==> config.mk <==
export PLATFORM = sky130hd
export DESIGN_NAME = scroll_image_source
export DESIGN_NICKNAME = d
export VERILOG_FILES = /design/src/rtl/scroll_image_source.sv
export SDC_FILE = /design/constraint.sdc
export NUM_CORES = 1
export LEC_CHECK = 0
export BUFFER_PORTS_ARGS = -buffer_cell sky130_fd_sc_hd__buf_2
export CAP_MARGIN = 20
export CORE_UTILIZATION = 58
export CTS_CLUSTER_DIAMETER = 120
export DETAILED_ROUTE_END_ITERATION = 7
export PLACE_DENSITY = 0.71
export SYNTH_ARGS = -nofsm -noshare
export SYNTH_HDL_FRONTEND = slang
export SYNTH_SLANG_ARGS = --single-unit
==> constraint.sdc <==
create_clock -name clk -period 35.1 [get_ports clk]
set_clock_uncertainty 0.05 [all_clocks]
set_input_delay 1.755 -clock clk [delete_from_list [all_inputs] [get_ports clk]]
set_output_delay 1.755 -clock clk [all_outputs]
set_load 0.01 [all_outputs]
==> src/rtl/scroll_image_source.sv <==
// scroll_image_source: message buffer plus scrolling 5-column window that
// feeds the 5x7 column-scanned matrix displayer.
//
// The message lives in a small column buffer written over wr_en/wr_addr/wr_data.
// A free-running prescaler produces a scroll tick every TICK_DIV clocks. On each
// tick, while enable is high, the window offset moves one column up (down=0) or
// down (down=1) modulo the effective message length. The registered image
// output always shows the five columns starting at the current offset, taken
// modulo the effective length, so short messages repeat across the window.
//
// Optional feature, macro SCROLL_IMAGE_BLINK_EN: adds a blink input and a
// blink phase that toggles on every tick; while blink is high and the phase is
// set, the image is blanked. Offset and frame_tick are not affected.
module scroll_image_source #(
    parameter int COLUNE_SIZE   = 7,
    parameter int TOTAL_COLUNES = 5,
    parameter int DATA_WIDTH    = 35,
    parameter int MSG_COLUNES   = 16,
    parameter int TICK_DIV      = 12500000
) (
    input  logic                           clk,
    input  logic                           reset,
    input  logic                           enable,
    input  logic                           down,
`ifdef SCROLL_IMAGE_BLINK_EN
    input  logic                           blink,
`endif
    input  logic [$clog2(MSG_COLUNES):0]   msg_len,
    input  logic                           wr_en,
    input  logic [$clog2(MSG_COLUNES)-1:0] wr_addr,
    input  logic [COLUNE_SIZE-1:0]         wr_data,
    output logic [DATA_WIDTH-1:0]          image,
    output logic                           frame_tick
);

    // Buffer address width, and a wider index width so offset+k and Le-1
    // never overflow.
    localparam int AW = $clog2(MSG_COLUNES);
    localparam int IW = AW + 3;
    localparam int PW = $clog2(TICK_DIV);

    logic [PW-1:0]          prescaler_q, prescaler_d;
    logic [IW-1:0]          offset_q, offset_d;
    logic [DATA_WIDTH-1:0]  image_q, image_d;
    logic                   frame_tick_q, frame_tick_d;
    logic [COLUNE_SIZE-1:0] msg_buf_q [MSG_COLUNES];
    logic [COLUNE_SIZE-1:0] msg_buf_d [MSG_COLUNES];
`ifdef SCROLL_IMAGE_BLINK_EN
    logic                   blink_phase_q, blink_phase_d;
`endif

    logic [IW-1:0]          le;
    logic                   tick;
    logic                   advance;
    logic [IW-1:0]          offset_inc;
    logic [IW-1:0]          offset_step;
    logic [AW-1:0]          col_idx;
    logic [DATA_WIDTH-1:0]  window;

    // Effective length, prescaler, offset stepping, frame pulse and buffer writes.
    always_comb begin
        // A length of zero or beyond the buffer depth means "whole buffer".
        le = IW'(MSG_COLUNES);
        if (msg_len != '0 && IW'(msg_len) <= IW'(MSG_COLUNES)) begin
            le = IW'(msg_len);
        end

        tick        = (prescaler_q == PW'(TICK_DIV - 1));
        prescaler_d = tick ? '0 : prescaler_q + PW'(1);
        advance     = tick & enable;

        // An offset left beyond Le by a shrinking msg_len is pulled back here
        // on the next advance, in either direction.
        offset_inc = offset_q + IW'(1);
        if (down) begin
            offset_step = (offset_q == '0 || offset_q >= le) ? le - IW'(1)
                                                              : offset_q - IW'(1);
        end else begin
            offset_step = (offset_inc >= le) ? '0 : offset_inc;
        end
        offset_d = advance ? offset_step : offset_q;

        // Wrap detection: landing on the first column going up, or on the last
        // column going down.
        frame_tick_d = advance & (down ? (offset_step == le - IW'(1))
                                       : (offset_step == '0));

        msg_buf_d = msg_buf_q;
        if (wr_en) begin
            msg_buf_d[wr_addr] = wr_data;
        end

`ifdef SCROLL_IMAGE_BLINK_EN
        blink_phase_d = tick ? ~blink_phase_q : blink_phase_q;
`endif
    end

    // Window assembly from the current offset and current (pre-write) buffer.
    always_comb begin
        window  = '0;
        col_idx = '0;
        for (int k = 0; k < TOTAL_COLUNES; k++) begin
            col_idx = AW'((offset_q + IW'(k)) % le);
            window[k*COLUNE_SIZE +: COLUNE_SIZE] = msg_buf_q[col_idx];
        end
        image_d = window;
`ifdef SCROLL_IMAGE_BLINK_EN
        if (blink && blink_phase_q) begin
            image_d = '0;
        end
`endif
    end

    // State registers; reset clears everything including the message buffer.
    always_ff @(posedge clk) begin
        if (reset) begin
            prescaler_q  <= '0;
            offset_q     <= '0;
            image_q      <= '0;
            frame_tick_q <= 1'b0;
            for (int i = 0; i < MSG_COLUNES; i++) begin
                msg_buf_q[i] <= '0;
            end
`ifdef SCROLL_IMAGE_BLINK_EN
            blink_phase_q <= 1'b0;
`endif
        end else begin
            prescaler_q  <= prescaler_d;
            offset_q     <= offset_d;
            image_q      <= image_d;
            frame_tick_q <= frame_tick_d;
            msg_buf_q    <= msg_buf_d;
`ifdef SCROLL_IMAGE_BLINK_EN
            blink_phase_q <= blink_phase_d;
`endif
        end
    end

    assign image      = image_q;
    assign frame_tick = frame_tick_q;

endmodule
-- Word level (Yosys, flattened, before mapping)
Cells that the tools add are included.
- input bits: 21
- logic and storage cells: 82
- flip-flop bits (word level): 179
- reduce and logical (&&, ||, !) cells: 7
- equality and inequality tests: 2
- mux-type cells: 23
- div/mod/pow operators: 5
- order comparisons: 10
- bitwise gates (word level): 8
- $add $sub $neg: 7
- operators with widths (operator ; count):
    binary-select mux 7 bit (select 4 bit) ; 5
    bitwise mux 112 bit ; 1
    2-to-1 mux 7 bit ; 14
    modulo 7 x 7 -> 7 bit ; 5
    >= comparator 5 bit, second input constant ; 6
    inverter 4 -> 5 bit ; 6
    demux 7 bit (select 4 bit) ; 1
    adder 24 x 1 -> 24 bit, second input constant ; 1
    equality test 24 bit, second input constant ; 1
    adder 7 x 2 -> 7 bit, second input constant ; 2
    >= comparator 7 bit ; 2
    zero test 7 bit ; 2
    subtractor 7 x 1 -> 7 bit, second input constant ; 2
    adder 7 x 1 -> 7 bit, second input constant ; 1
    adder 7 x 3 -> 7 bit, second input constant ; 1
    equality test 7 bit ; 1
    less-or-equal comparator 5 bit, second input constant ; 1
    less-than comparator 5 x 1 -> 1 bit, second input constant ; 1
    2-to-1 mux 5 bit ; 1
    nonzero test 5 bit ; 1
    bitwise AND 1 bit ; 2
    logical AND 1 bit ; 2
    OR reduction 2 bit ; 1
    logical OR 1 bit ; 1
    2-to-1 mux 1 bit ; 1

-- Logic depth before layout (Yosys ltp)
- depth after elaboration: 10
- gate-level depth with buffers: 63
- depth with buffers taken out: 57

-- Worst setup path before layout
Ideal clock, no wire load.
- kind: input to register
- from: input port msg_len[2]
- to: register image_q[34], in the netlist image[34]
- library setup time: 0.117 ns
- arrival: 14.814 ns
- path buffers: 7
- stages: 57
- path slack: 20.119 ns
- path through: or4_1 -> ha_1 -> buf_2 -> and2b_4 -> buf_2 -> buf_2 -> buf_2 -> buf_1 -> buf_1 -> inv_1 -> ha_1 -> o21a_1 -> o2111ai_1 -> nor3_1 -> a21o_1 -> ha_1 -> nand2_1 -> or3_1 -> [... 21 more ...] -> o21bai_1 -> a21oi_1 -> o31ai_1 -> a21oi_4 -> mux2_2 -> ha_1 -> a21o_1 -> a21oi_1 -> nor2b_1 -> o21a_1 -> a211oi_1 -> nand4_1 -> a31oi_4 -> o21ai_1 -> a22o_1 -> nor3_1 -> and4b_1 -> a22o_1
- word-level cells in the longest chain between the ends: 8
- elaborated cells between the ends (all ways): 9
- those cells by class: 1 x div; 1 x order compare; 4 x mux; 1 x bitwise; 2 x reduce/logical
- RTL lines (element ; RTL line ; source):
    from (decl) ; 28 ; input logic [$clog2(MSG_COLUNES):0] msg_len,
    less-or-equal comparator 5 bit / nonzero test 5 bit (equally long branches) ; 64 ; if (msg_len != '0 && IW'(msg_len) <= IW'(MSG_COLUNES)) begin
    logical AND 1 bit ; 64 ;
    2-to-1 mux 5 bit * ; 64 ;
    modulo 7 x 7 -> 7 bit * ; 103 ; col_idx = AW'((offset_q + IW'(k)) % le);
    inverter 4 -> 5 bit (implied by the code) * ; 104 ; window[k*COLUNE_SIZE +: COLUNE_SIZE] = msg_buf_q[col_idx];
    binary-select mux 7 bit (select 4 bit) * ; 104 ;
    2-to-1 mux 7 bit (implied by the code) * (2 in a row) ; 104 ;
    to (signal assigned) ; 130 ; image_q <= image_d;
    to (decl) ; 44 ; logic [DATA_WIDTH-1:0] image_q, image_d;
Mark *: on every way between the ends. The rest lies on a longest branch, timed or not. The select of a mux whose other input is x is not followed.
A chain may end at the register's enable or synchronous reset.

-- Worst setup path in the final report
- from: input port msg_len[3]
- to: register image_q[34], in the netlist image[34]
The elaborated chain is that of the path after synthesis.

==> impl_metrics.py <==
metrics = {
    "outcome": {
        "status": "finished, final reports clean",
    },
    "logic_synthesis": {
        "synth_flop_cell": "dfxtp_1",
        "synth.avg_cell_area_um2": 8.53,
        "synthArstFlopShare_pct": 0,
        "synthMuxAreaShare_pct": 23.1,
        "synth_edf_count": 0,
        "syn_inst": 2207,
        "synth_compound_area_share_pct": 20.6,
        "synth_simple_gate_area_share_pct": 19.1,
        "synth_top_area_share_pct": 19.0,
        "yosys_warnings": 0,
        "synth.distinct_cells": 112,
        "synth_seq_cells": 179,
        "syn_nets": 2358,
        "synth-xor-area-share_pct": 5.40,
        "synth.top_cells.by_area": "dfxtp_1, mux2i_1, mux4_2, ha_1, nor2_1",
        "synth_fa_ha_area_share_pct": 8.84,
        "yosys.area.top_type": "dfxtp_1",
        "synth_top_family_by_area": "multiplexers",
        "ys_seq_area_share_pct": 19.0,
        "syn-cell-area_um2": 18800,
    },
    "timing": {
        "hold_viol": 0,
        "rsz0062_at_grt": "false",
        "fin_setup_tns_ps": 0,
        "fin_ws_ps": 18770,
        "max_slew_margin_pct": 20.7,
        "period_share_pct": 46.5,
        "worst_pin_slew_ps": 1190,
        "fmax_mhz": 61.2,
        "finalSetupViolCount": 0,
        "finalMaxSlewViolations": 0,
        "min_period_ps": 16330,
    },
    "worst_hold_path": {
        "hold_depth": 1,
        "hold_path_startpoint": "prescaler_q[0]",
        "min_path_type": "flop to flop",
        "hold_end": "prescaler_q[0]",
    },
    "cts": {
        "cts_resized": 0,
        "htreeDepth": 4,
        "cts.sinks": 179,
        "hold_buffers": 0,
        "cts_tree": "done",
        "clock_path_buffers": 2,
        "cts_buffers": 17,
        "path_clk_slew_ps": 80,
        "root_buffer": "clkbuf_16",
        "worstSkewPairLatency_ps": 460,
        "post_cts_buffers": 0,
    },
    "worst_setup_path": {
        "cp.arrival_ps": 16690,
        "cp_max_fo": 51,
        "reg2reg_depth": 53,
        "r2r_start": "offset_q[2]",
        "cp-end-kind": "flop",
        "max_stage_delay_ps": 970,
        "cpMostUsedCell": "ha_1",
        "cp-start-kind": "primary input",
        "required_ps": 35460,
        "ff2ff_setup_slack_ps": 19940,
        "path_class": "primary input to flop",
        "rr_endpoint": "image[34]",
        "crit_slowest_cell": "o22ai_1",
    },
    "route": {
        "drtIter0Drc": 2691,
        "vias": 18700,
        "postRouteAntennaNets": 0,
        "via_per_inst": 7.13,
        "drc": 0,
        "first_pass_iters": 7,
        "avgRoutedWirePerCell_um": 26.0,
        "totalWireLength_um": 68200,
    },
    "floorplan": {
        "ioPinCount": 57,
        "dieArea_um2": 33200,
        "initial_core_util_pct": 59.4,
        "die_h_um": 182,
        "fp-row-count": 65,
        "die_w_um": 182,
        "core_um2": 31700,
    },
    "flow_run": {
        "drv_cap": 0,
    },
    "finish": {
        "layout_commonest_cell": "nor2_1",
        "diodes": 0,
        "layout_common_cells": "nor2_1, mux2i_1, nand2_1",
        "layout-drive-gt1-share_pct": 13.4,
        "area_growth_syn_to_layout_pct": 6.50,
        "multiInputGateArea_um2": 14600,
        "fillers": 2812,
        "fin_nets": 2359,
        "final-seq-area_um2": 3580,
    },
    "pwr": {
        "totalPowerFinal_w": 0.00121,
        "power_density_nw_per_um2": 60.4,
        "vdd_drop_max_uv": 57.9,
        "p_leak_nw": 8.07,
    },
    "global_route": {
        "antenna_found_initial": 0,
        "grt-ovfl-total": 0,
        "grt_pass1_wl_um": 103000,
        "track_usage_pct": 40.8,
        "grt_pass1_vias": 17600,
        "grt_max_degree": 89,
    },
    "placed_design": {
        "place.detailed.hpwl_um": 49300,
        "gp_congestion": 1.01,
        "dp_slack_ps": 18530,
        "port_buffers": 56,
    },
}
==> layout make-up <==
cell class / instances / share of cell area (%)
clock buffer: 17 / 2.12
tap: 402 / 2.51
multi-input combinational: 1860 / 72.7
sequential: 179 / 17.9
timing repair buffer: 91 / 2.78
inverter: 59 / 1.10
clock inverter: 15 / 0.942
==> power breakdown <==
group,internal (W),total (W),leakage [nW],switching (W)
clock,0.000103,0.000201,0.298,0.0000982
sequential,0.000214,0.000222,1.45,0.00000866
combinational,0.000294,0.000789,6.32,0.000495
total,0.000611,0.00121,8.07,0.000601
==> critical path: cells and delay by family <==
kind                     cells  cell delay [ps]
multiplexers                 3             1060
buffers and inverters        5              550
AND/OR/NAND/NOR             11             3400
AO/OA/AOI/OAI               28             7550
adder cells (fa/ha/maj)      7             2340
==> cells in the mapped netlist (8+ instances only) <==
library cell  number
nor2b_1           26
inv_1             53
o221ai_1           9
o21ai_1           11
o211ai_1          15
mux4_2            80
nand3b_1           9
nand4_1           26
nor3_1            50
nand2b_1          26
a221oi_1          20
a22o_1             9
o31ai_1           12
xnor2_1           71
a21oi_1          102
o21ai_0           89
a21o_1            17
o21bai_1          10
ha_1             125
a211oi_1          13
dfxtp_1          179
and3_1            27
or2_2             10
buf_2             31
a22oi_1           85
mux2_2            27
a31oi_1           15
nor2_1           251
xor2_1            32
clkbuf_1          61
or3_1             13
nand3_1           62
buf_4              8
mux2i_1          214
o21a_1            34
nand2_1          186
and4_1             8
a21boi_0          17
==> state kept, by name, indices dropped and copies added, names as in the netlist <==
signal	count
frame_tick	1
image	35
prescaler_q	24
offset_q	7
msg_buf_q	112
==> metal layers <==
metal  up-vias  wire length, µm  track usage [%]
met5         -               66                0
met1      9029            28300             55.3
met3       179             8990             14.0
li1       8345                -                -
met4         2             2010             13.9
met2      1143            28800             60.3
==> metrics by stage <==
stage	utilization (%)	hold slack, ps	area (µm²)	std cells
after floorplan	-	380	18800	2207
after global placement	61.1	400	19400	2587
after detailed placement	61.1	414	19400	2587
after CTS	63.1	436	20000	2619
after global routing	63.2	464	20100	2623
final	63.2	432	20100	2623
==> worst max-delay path by stage <==
stage / startpoint / slack, ps / endpoint / depth (start not counted)
6_report: msg_len[3] / 18770 / image[34] / 54
5_1_grt: msg_len[3] / 17660 / image[34] / 53
2_1_floorplan: msg_len[2] / 20120 / image[34] / 57
4_1_cts: msg_len[3] / 19000 / image[34] / 54
3_3_place_gp: msg_len[3] / 19100 / image[34] / 54
3_5_place_dp: msg_len[3] / 18530 / image[34] / 54
==> cells by family (layout without fill, tap and decap cells) <==
group / count (synthesis) / in the layout
and+or+nand+nor: 747 / 747
AOI/OAI and AO/OA: 546 / 546
muxes: 328 / 328
DFF: 179 / 179
buffers and inverters: 168 / 182
adders and majority gates: 130 / 130
xor gates and xnor gates: 109 / 109
Power figures use the tool's default switching activity.
